===== src/rtl/dispara_tiro_pkg.sv =====
// Shared definitions for the shot-launch stage: FSM state codes, heading opcodes, default width.
// The optional fire-rate limit is enabled with DISPARA_TIRO_COOLDOWN_EN.
package dispara_tiro_pkg;

  typedef enum logic [4:0] {
    INICIAL = 5'd0,
    ESPERA  = 5'd1,
    BUSCA   = 5'd2,
    ESCREVE = 5'd3,
    FIM     = 5'd4
  } estado_t;

  // Heading encoding shared with the shot-movement stage
  localparam logic [1:0] OP_CIMA     = 2'd0;
  localparam logic [1:0] OP_DIREITA  = 2'd1;
  localparam logic [1:0] OP_BAIXO    = 2'd2;
  localparam logic [1:0] OP_ESQUERDA = 2'd3;

  localparam int COORD_W_PADRAO = 5;

endpackage


===== src/rtl/dispara_tiro_contador_cooldown.sv =====
// Cooldown counter: loads MAX, decrements on each frame tick, saturates at 0.
// Instantiated by dispara_tiro only when DISPARA_TIRO_COOLDOWN_EN is defined.
module contador_cooldown #(
  parameter int MAX = 8,
  parameter int W   = $clog2(MAX + 1)
) (
  input  logic clock,
  input  logic reset,
  input  logic carrega,
  input  logic tick,
  output logic zero
);

  logic [W-1:0] cont;

  // A load takes priority over a coincident tick
  always_ff @(posedge clock) begin
    if (!reset)
      cont <= '0;
    else if (carrega)
      cont <= W'(MAX);
    else if (tick && cont != '0)
      cont <= cont - W'(1);
  end

  assign zero = (cont == '0);

endmodule


===== src/rtl/dispara_tiro.sv =====
// Shot-launch stage: on a fire request, writes a shot into the lowest free slot of shot memory.
// Define DISPARA_TIRO_COOLDOWN_EN to enable the frame-based fire-rate cooldown.
module dispara_tiro
  import dispara_tiro_pkg::*;
#(
  parameter int N_TIROS  = 4,
  parameter int COORD_W  = COORD_W_PADRAO,
  parameter int COOLDOWN = 8
) (
  input  logic                       clock,
  input  logic                       reset,
  input  logic                       iniciar,
  input  logic                       tick_frame,
  input  logic [COORD_W-1:0]         nave_x,
  input  logic [COORD_W-1:0]         nave_y,
  input  logic [1:0]                 nave_opcode,
  input  logic                       mem_loaded_in,
  output logic [$clog2(N_TIROS)-1:0] mem_endereco,
  output logic                       mem_escreve,
  output logic [COORD_W-1:0]         mem_x,
  output logic [COORD_W-1:0]         mem_y,
  output logic [1:0]                 mem_opcode,
  output logic                       mem_loaded,
  output logic                       disparo_concluido,
  output logic                       disparo_aceito,
  output logic [4:0]                 db_estado
);

  localparam int END_W = $clog2(N_TIROS);

  estado_t            estado, proximo;
  logic [END_W-1:0]   contador;
  logic [COORD_W-1:0] x_reg, y_reg;
  logic [1:0]         op_reg;
  logic               aceito_reg;
  logic               em_cooldown;
  logic               ultimo;

  assign ultimo = (contador == END_W'(N_TIROS - 1));

`ifdef DISPARA_TIRO_COOLDOWN_EN
  logic cd_zero;

  contador_cooldown #(.MAX(COOLDOWN)) u_cooldown (
    .clock   (clock),
    .reset   (reset),
    .carrega (estado == ESCREVE),
    .tick    (tick_frame),
    .zero    (cd_zero)
  );

  assign em_cooldown = !cd_zero;
`else
  logic unused_cfg;

  assign unused_cfg  = tick_frame ^ (COOLDOWN > 0);
  assign em_cooldown = 1'b0;
`endif

  always_ff @(posedge clock) begin
    if (!reset)
      estado <= INICIAL;
    else
      estado <= proximo;
  end

  always_comb begin
    proximo = estado;
    case (estado)
      INICIAL: proximo = ESPERA;
      ESPERA:  if (iniciar) proximo = em_cooldown ? FIM : BUSCA;
      BUSCA: begin
        if (!mem_loaded_in)
          proximo = ESCREVE;
        else if (ultimo)
          proximo = FIM;
      end
      ESCREVE: proximo = FIM;
      FIM:     proximo = ESPERA;
      default: proximo = INICIAL;
    endcase
  end

  // Ship snapshot, slot counter and accept flag; the counter holds once a free slot is found
  always_ff @(posedge clock) begin
    if (!reset) begin
      contador   <= '0;
      x_reg      <= '0;
      y_reg      <= '0;
      op_reg     <= '0;
      aceito_reg <= 1'b0;
    end else begin
      case (estado)
        ESPERA: begin
          if (iniciar) begin
            x_reg      <= nave_x;
            y_reg      <= nave_y;
            op_reg     <= nave_opcode;
            contador   <= '0;
            aceito_reg <= 1'b0;
          end
        end
        BUSCA:   if (mem_loaded_in && !ultimo) contador <= contador + END_W'(1);
        ESCREVE: aceito_reg <= 1'b1;
        default: ;
      endcase
    end
  end

  assign mem_endereco      = contador;
  assign mem_escreve       = (estado == ESCREVE);
  assign mem_loaded        = (estado == ESCREVE);
  assign mem_x             = x_reg;
  assign mem_y             = y_reg;
  assign mem_opcode        = op_reg;
  assign disparo_concluido = (estado == FIM);
  assign disparo_aceito    = (estado == FIM) && aceito_reg;
  assign db_estado         = estado;

endmodule

===== config.mk =====
export PLATFORM = sky130hd
export DESIGN_NAME = dispara_tiro
export DESIGN_NICKNAME = d
export VERILOG_FILES = /design/src/rtl/dispara_tiro_pkg.sv /design/src/rtl/dispara_tiro_contador_cooldown.sv /design/src/rtl/dispara_tiro.sv
export SDC_FILE = /design/constraint.sdc
export NUM_CORES = 1
export LEC_CHECK = 0
export BUFFER_PORTS_ARGS = -buffer_cell sky130_fd_sc_hd__buf_2
export CORE_ASPECT_RATIO = 0.5
export CORE_MARGIN = 5
export CORE_UTILIZATION = 25
export CTS_BUF_LIST = sky130_fd_sc_hd__clkbuf_2 sky130_fd_sc_hd__clkbuf_4 sky130_fd_sc_hd__clkbuf_8
export DETAILED_ROUTE_END_ITERATION = 8
export PLACE_DENSITY_LB_ADDON = 0.1
export SYNTH_ARGS = -nofsm -noshare
export SYNTH_HDL_FRONTEND = slang
export SYNTH_SLANG_ARGS = --single-unit

===== constraint.sdc =====
create_clock -name clock -period 1.5 [get_ports clock]
set_input_delay 0.45 -clock clock [delete_from_list [all_inputs] [get_ports clock]]
set_output_delay 0.45 -clock clock [all_outputs]
set_load 0.03 [all_outputs]

Yosys cells after proc, flatten, opt, wreduce, memory -nomap -nowiden
Cells that the tools add are included.
{"block": "word_totals", "reg_bits": 20, "in_bits": 17, "elab_cells": 35, "output_inout_bits": 23}
{"block": "op_classes", "eq_ne": 8, "add_sub_neg": 1, "mux": 9, "n_reduce_logical": 11}
{"op": "5-bit one-hot mux with 4 select lines", "n": 1}
{"op": "5-bit 2-to-1 mux", "n": 3}
{"op": "5-bit by 2-bit == test with 1-bit output (second input constant)", "n": 2}
{"op": "2-bit AND reduction", "n": 3}
{"op": "5-bit by 1-bit == test with 1-bit output (second input constant)", "n": 1}
{"op": "5-bit by 3-bit == test with 1-bit output (second input constant)", "n": 1}
{"op": "5-bit zero test", "n": 1}
{"op": "2-bit 2-to-1 mux", "n": 2}
{"op": "2-bit != test (second input constant)", "n": 2}
{"op": "2-bit one-hot mux with 2 select lines", "n": 1}
{"op": "2-bit nonzero test", "n": 2}
{"op": "3-bit != test (second input constant)", "n": 1}
{"op": "3-bit AND reduction", "n": 1}
{"op": "2-bit by 1-bit adder with 2-bit output (second input constant)", "n": 1}
{"op": "2-bit == test (second input constant)", "n": 1}
{"op": "1-bit logical AND", "n": 2}
{"op": "1-bit one-hot mux with 2 select lines", "n": 1}
{"op": "2-bit OR reduction", "n": 1}
{"op": "1-bit zero test", "n": 1}
{"op": "1-bit 2-to-1 mux", "n": 1}

Logic depth before layout (Yosys ltp)
{"block": "logic_depth", "word_depth": 5, "mapped_depth": 5, "mapped_depth_nobuf": 4}

Least setup slack after synthesis
OpenSTA, ideal clock, no wires.
{"block": "synth_timing", "path_type": "reg-to-output", "startpoint": "reg estado[1] (netlist: db_estado[1])", "endpoint": "out mem_loaded", "slack_ps": -286, "stages_incl_launch_ff": 4, "arrival_time_ps": 1336, "n_path_buf": 1, "cell_sequence": "dfxtp_1 -> and2b_2 -> and2_1 -> buf_4"}
{"block": "synth_via", "elab_chain_len": 1}
{"item": "start: declaration", "line": "dispara_tiro.sv:31", "rtl": "estado_t estado, proximo;"}
{"item": "start signal: assignment", "line": "dispara_tiro.sv:64", "rtl": "estado <= proximo;"}
{"item": "5-bit by 2-bit == test with 1-bit output"}
{"item": "end: declaration", "line": "dispara_tiro.sv:23", "rtl": "output logic mem_loaded,"}
No other way between the ends.

Worst setup path in the final report
{"block": "layout_timing", "startpoint": "reg estado[2] (netlist: db_estado[2])", "endpoint": "out mem_escreve"}
{"block": "layout_via", "elab_chain_len": 1}
{"item": "5-bit by 2-bit == test with 1-bit output", "line": "dispara_tiro.sv:111", "rtl": "assign mem_escreve = (estado == ESCREVE);"}
{"item": "end: declaration", "line": "dispara_tiro.sv:19", "rtl": "output logic mem_escreve,"}
No other way between the ends.

==> flow_summary.toml <==
[worst_setup_path]
required_ns = 1.05
cp-end-kind = "output pin"
cp_cell_sequence = "and2b_2 > and2_4 > buf_6"
cp-start-kind = "register"
crit_path_max_fanout = 2
slowest_stage = "dfxtp_4"
arrival_ns = 1.08
path_class = "reg -> out"
cpPeakStageDelay_ns = 0.35

[detailed_routing]
wl_mm = 2.032
wl_per_cell_um = 11.95
vias = 730
drt_pre_antenna_iters = 3
avgViaCountPerCell = 4.294
postRouteAntennaNets = 0
drc = 0
drt_iter0_drc = 15

[sta]
finalCritPeriodShare_pct = 102.2
clock.fmax_mhz = 652.2
post-route-min-period_ns = 1.533
hold_viol_final = 0
setup_ws_ns = -0.03327
maxSlewViolCount = 0
final-setup-viol-count = 3
rsz0062_at_grt = "true"
finalClockSkew_ns = 0.0008639
setup_tns_ns = -0.06848

[place]
gp_congestion = 0.7171
dp_hpwl_mm = 1.432
portBuffers = 36
place_inst = 161

[layout]
area_delta_synth_final_pct = 35.24
layout.nets = 147
fin_cells = 170
drive_gt1_share_pct = 50.78
final_util_pct = 34.30
n_antenna_cell = 0

[flow_run]
maxCapViolCount = 0

[floorplanning]
core_area_sq_um = 3359
die_area_sq_um = 4746
die_w_um = 92.56
die_h_um = 51.28
num_rows = 15
io_pins = 40
initial_core_util_pct = 25.36

[synthesis]
netlist_instances = 90
synth_seq_area_share_pct = 42.29
yosysUniqueCellTypes = 25
synthesis.area_sq_um = 852.1
synth_seq_cells = 18
synth_warnings = 0
syn_area_per_cell_sq_um = 9.467

[outcome]
status = "finished with violations"
violations = "negative setup slack"

[clocking]
cts_tree = "built"
clock_path_buffers = 2
h-tree-depth = 1
cts_made_buffers = 3
ctsHoldBuffers = 0
root_buffer = "clkbuf_8"
cts.sinks = 18
clk_pin_slew_ns = 0.07
clk_latency_ns = 0.25

[global_route]
grt-ovfl-total = 0
grt_pass1_vias = 685
grt_max_degree = 21
antenna_found_initial = 0
grtUsageTotal_pct = 8.949
grt_pass1_wl_mm = 3.256

[pwr]
switching_share_pct = 28.54
power.internal_w = 0.0007954
clockPowerShare_pct = 33.9
pwr-share-seq_pct = 46.2
switching_power_w = 0.0003176
p_comb_share_pct = 19.8
powerDensity_nw_per_um2 = 965.8
ir_worst_vdd_v = 0.0003236
leakage_nw = 0.5216

[min_path]
hold_class = "in -> reg"
## cell type report
type,count,area [sq um]
fillers,356,2207
multi-input cells,65,436.7
flip-flops and latches,18,371.6
repair buffers,41,242.7
well taps,42,52.55
clock buffers,4,48.80
## cell usage in the layout (no fill, tap or decap), types with 2 or more instances in the layout
cell type  instances
a21boi_0           2
a21boi_2          10
a21oi_1            2
buf_2             32
buf_4              5
buf_6              4
clkbuf_8           3
conb_1             2
dfxtp_1           15
dfxtp_4            3
mux2i_1            2
nand2_1           26
nand3_1            3
nor2_1             3
## worst max-delay path: cells and delay by family, from the launching register on
kind / cells / cell delay [ns]
flops: 1 / 0.35
simple gates: 2 / 0.35
buf+inv: 1 / 0.13
## power by group through the flow
stage                     clock (W)  combinational [W]  sequential [W]
after floorplan                   0           0.000118        0.000570
after global placement            0           0.000202        0.000533
after detailed placement          0           0.000202        0.000534
after CTS                  0.000393           0.000223        0.000515
after global routing       0.000411           0.000240        0.000518
final                      0.000378           0.000221        0.000515
## kinds of logic after synthesis
logic type,share of synthesized area (%)
multiplexers,2.350
buffers and inverters,7.489
adder cells (fa/ha/maj),1.468
AND/OR/NAND/NOR,26.87
AO/OA/AOI/OAI,19.09
flip-flops,42.29
other,0.4401
## final timing paths
path	from	end	slack [ns]	depth (start not counted)
hold / removal	nave_y[1]	mem_y[1]	0.44	3
hold reg to reg	mem_x[1]	mem_x[1]	0.46	2
setup reg to reg	db_estado[1]	aceito_reg	0.23	4
setup / recovery	db_estado[2]	mem_escreve	-0.03	3
## synthesized netlist by cell type
cell	instances	area (sq um)
a21oi_1	2	10.01
and4bb_4	1	16.27
conb_1	1	3.750
nand2b_1	1	6.260
a21boi_0	2	15.01
ha_1	1	12.51
nor3b_1	1	7.510
buf_4	3	22.52
a22oi_1	1	7.510
mux2i_1	2	20.02
buf_6	3	33.78
o21a_1	1	7.510
dfxtp_1	18	360.4
and2b_2	1	8.760
and3_1	1	6.260
nor2b_1	1	6.260
and3b_2	1	10.01
and2_1	2	12.51
nand4bb_4	1	27.53
clkbuf_1	2	7.510
a21boi_2	10	112.6
nand2_1	26	97.59
nand3_1	3	15.01
o22a_2	1	10.01
nor2_1	4	15.01
## routing by layer
| layer | vias to the layer above | wire, um | GRT usage [%] |
|---|---|---|---|
| met5 | - | 0 | 0 |
| met4 | 0 | 25 | 3.695 |
| met3 | 2 | 146 | 3.971 |
| met2 | 23 | 912 | 14.41 |
| met1 | 335 | 948 | 10.47 |
| li1 | 370 | - | - |
## per-stage QoR
stage,setup WS [ns],total power (W),hold WS (ns),instance area [sq um]
2_1_floorplan,0.03496,0.0006882,0.4795,864.6
3_3_place_gp,0.1162,0.0007354,0.4509,1033
3_5_place_dp,0.1174,0.0007359,0.4593,1033
4_1_cts,-0.04552,0.001131,0.4295,1145
5_1_grt,-0.07436,0.001169,0.4283,1152
6_report,-0.03327,0.001113,0.4366,1152
## repair_timing
action / 4_1_cts / 5_1_grt
setup endpoints to repair: 4 / 4
pin swaps: 1 / 0
buffers inserted: 4 / 1
gates resized for setup: 11 / 0
hold endpoints to repair: 0 / 0
(Power assumes the default switching activity.)
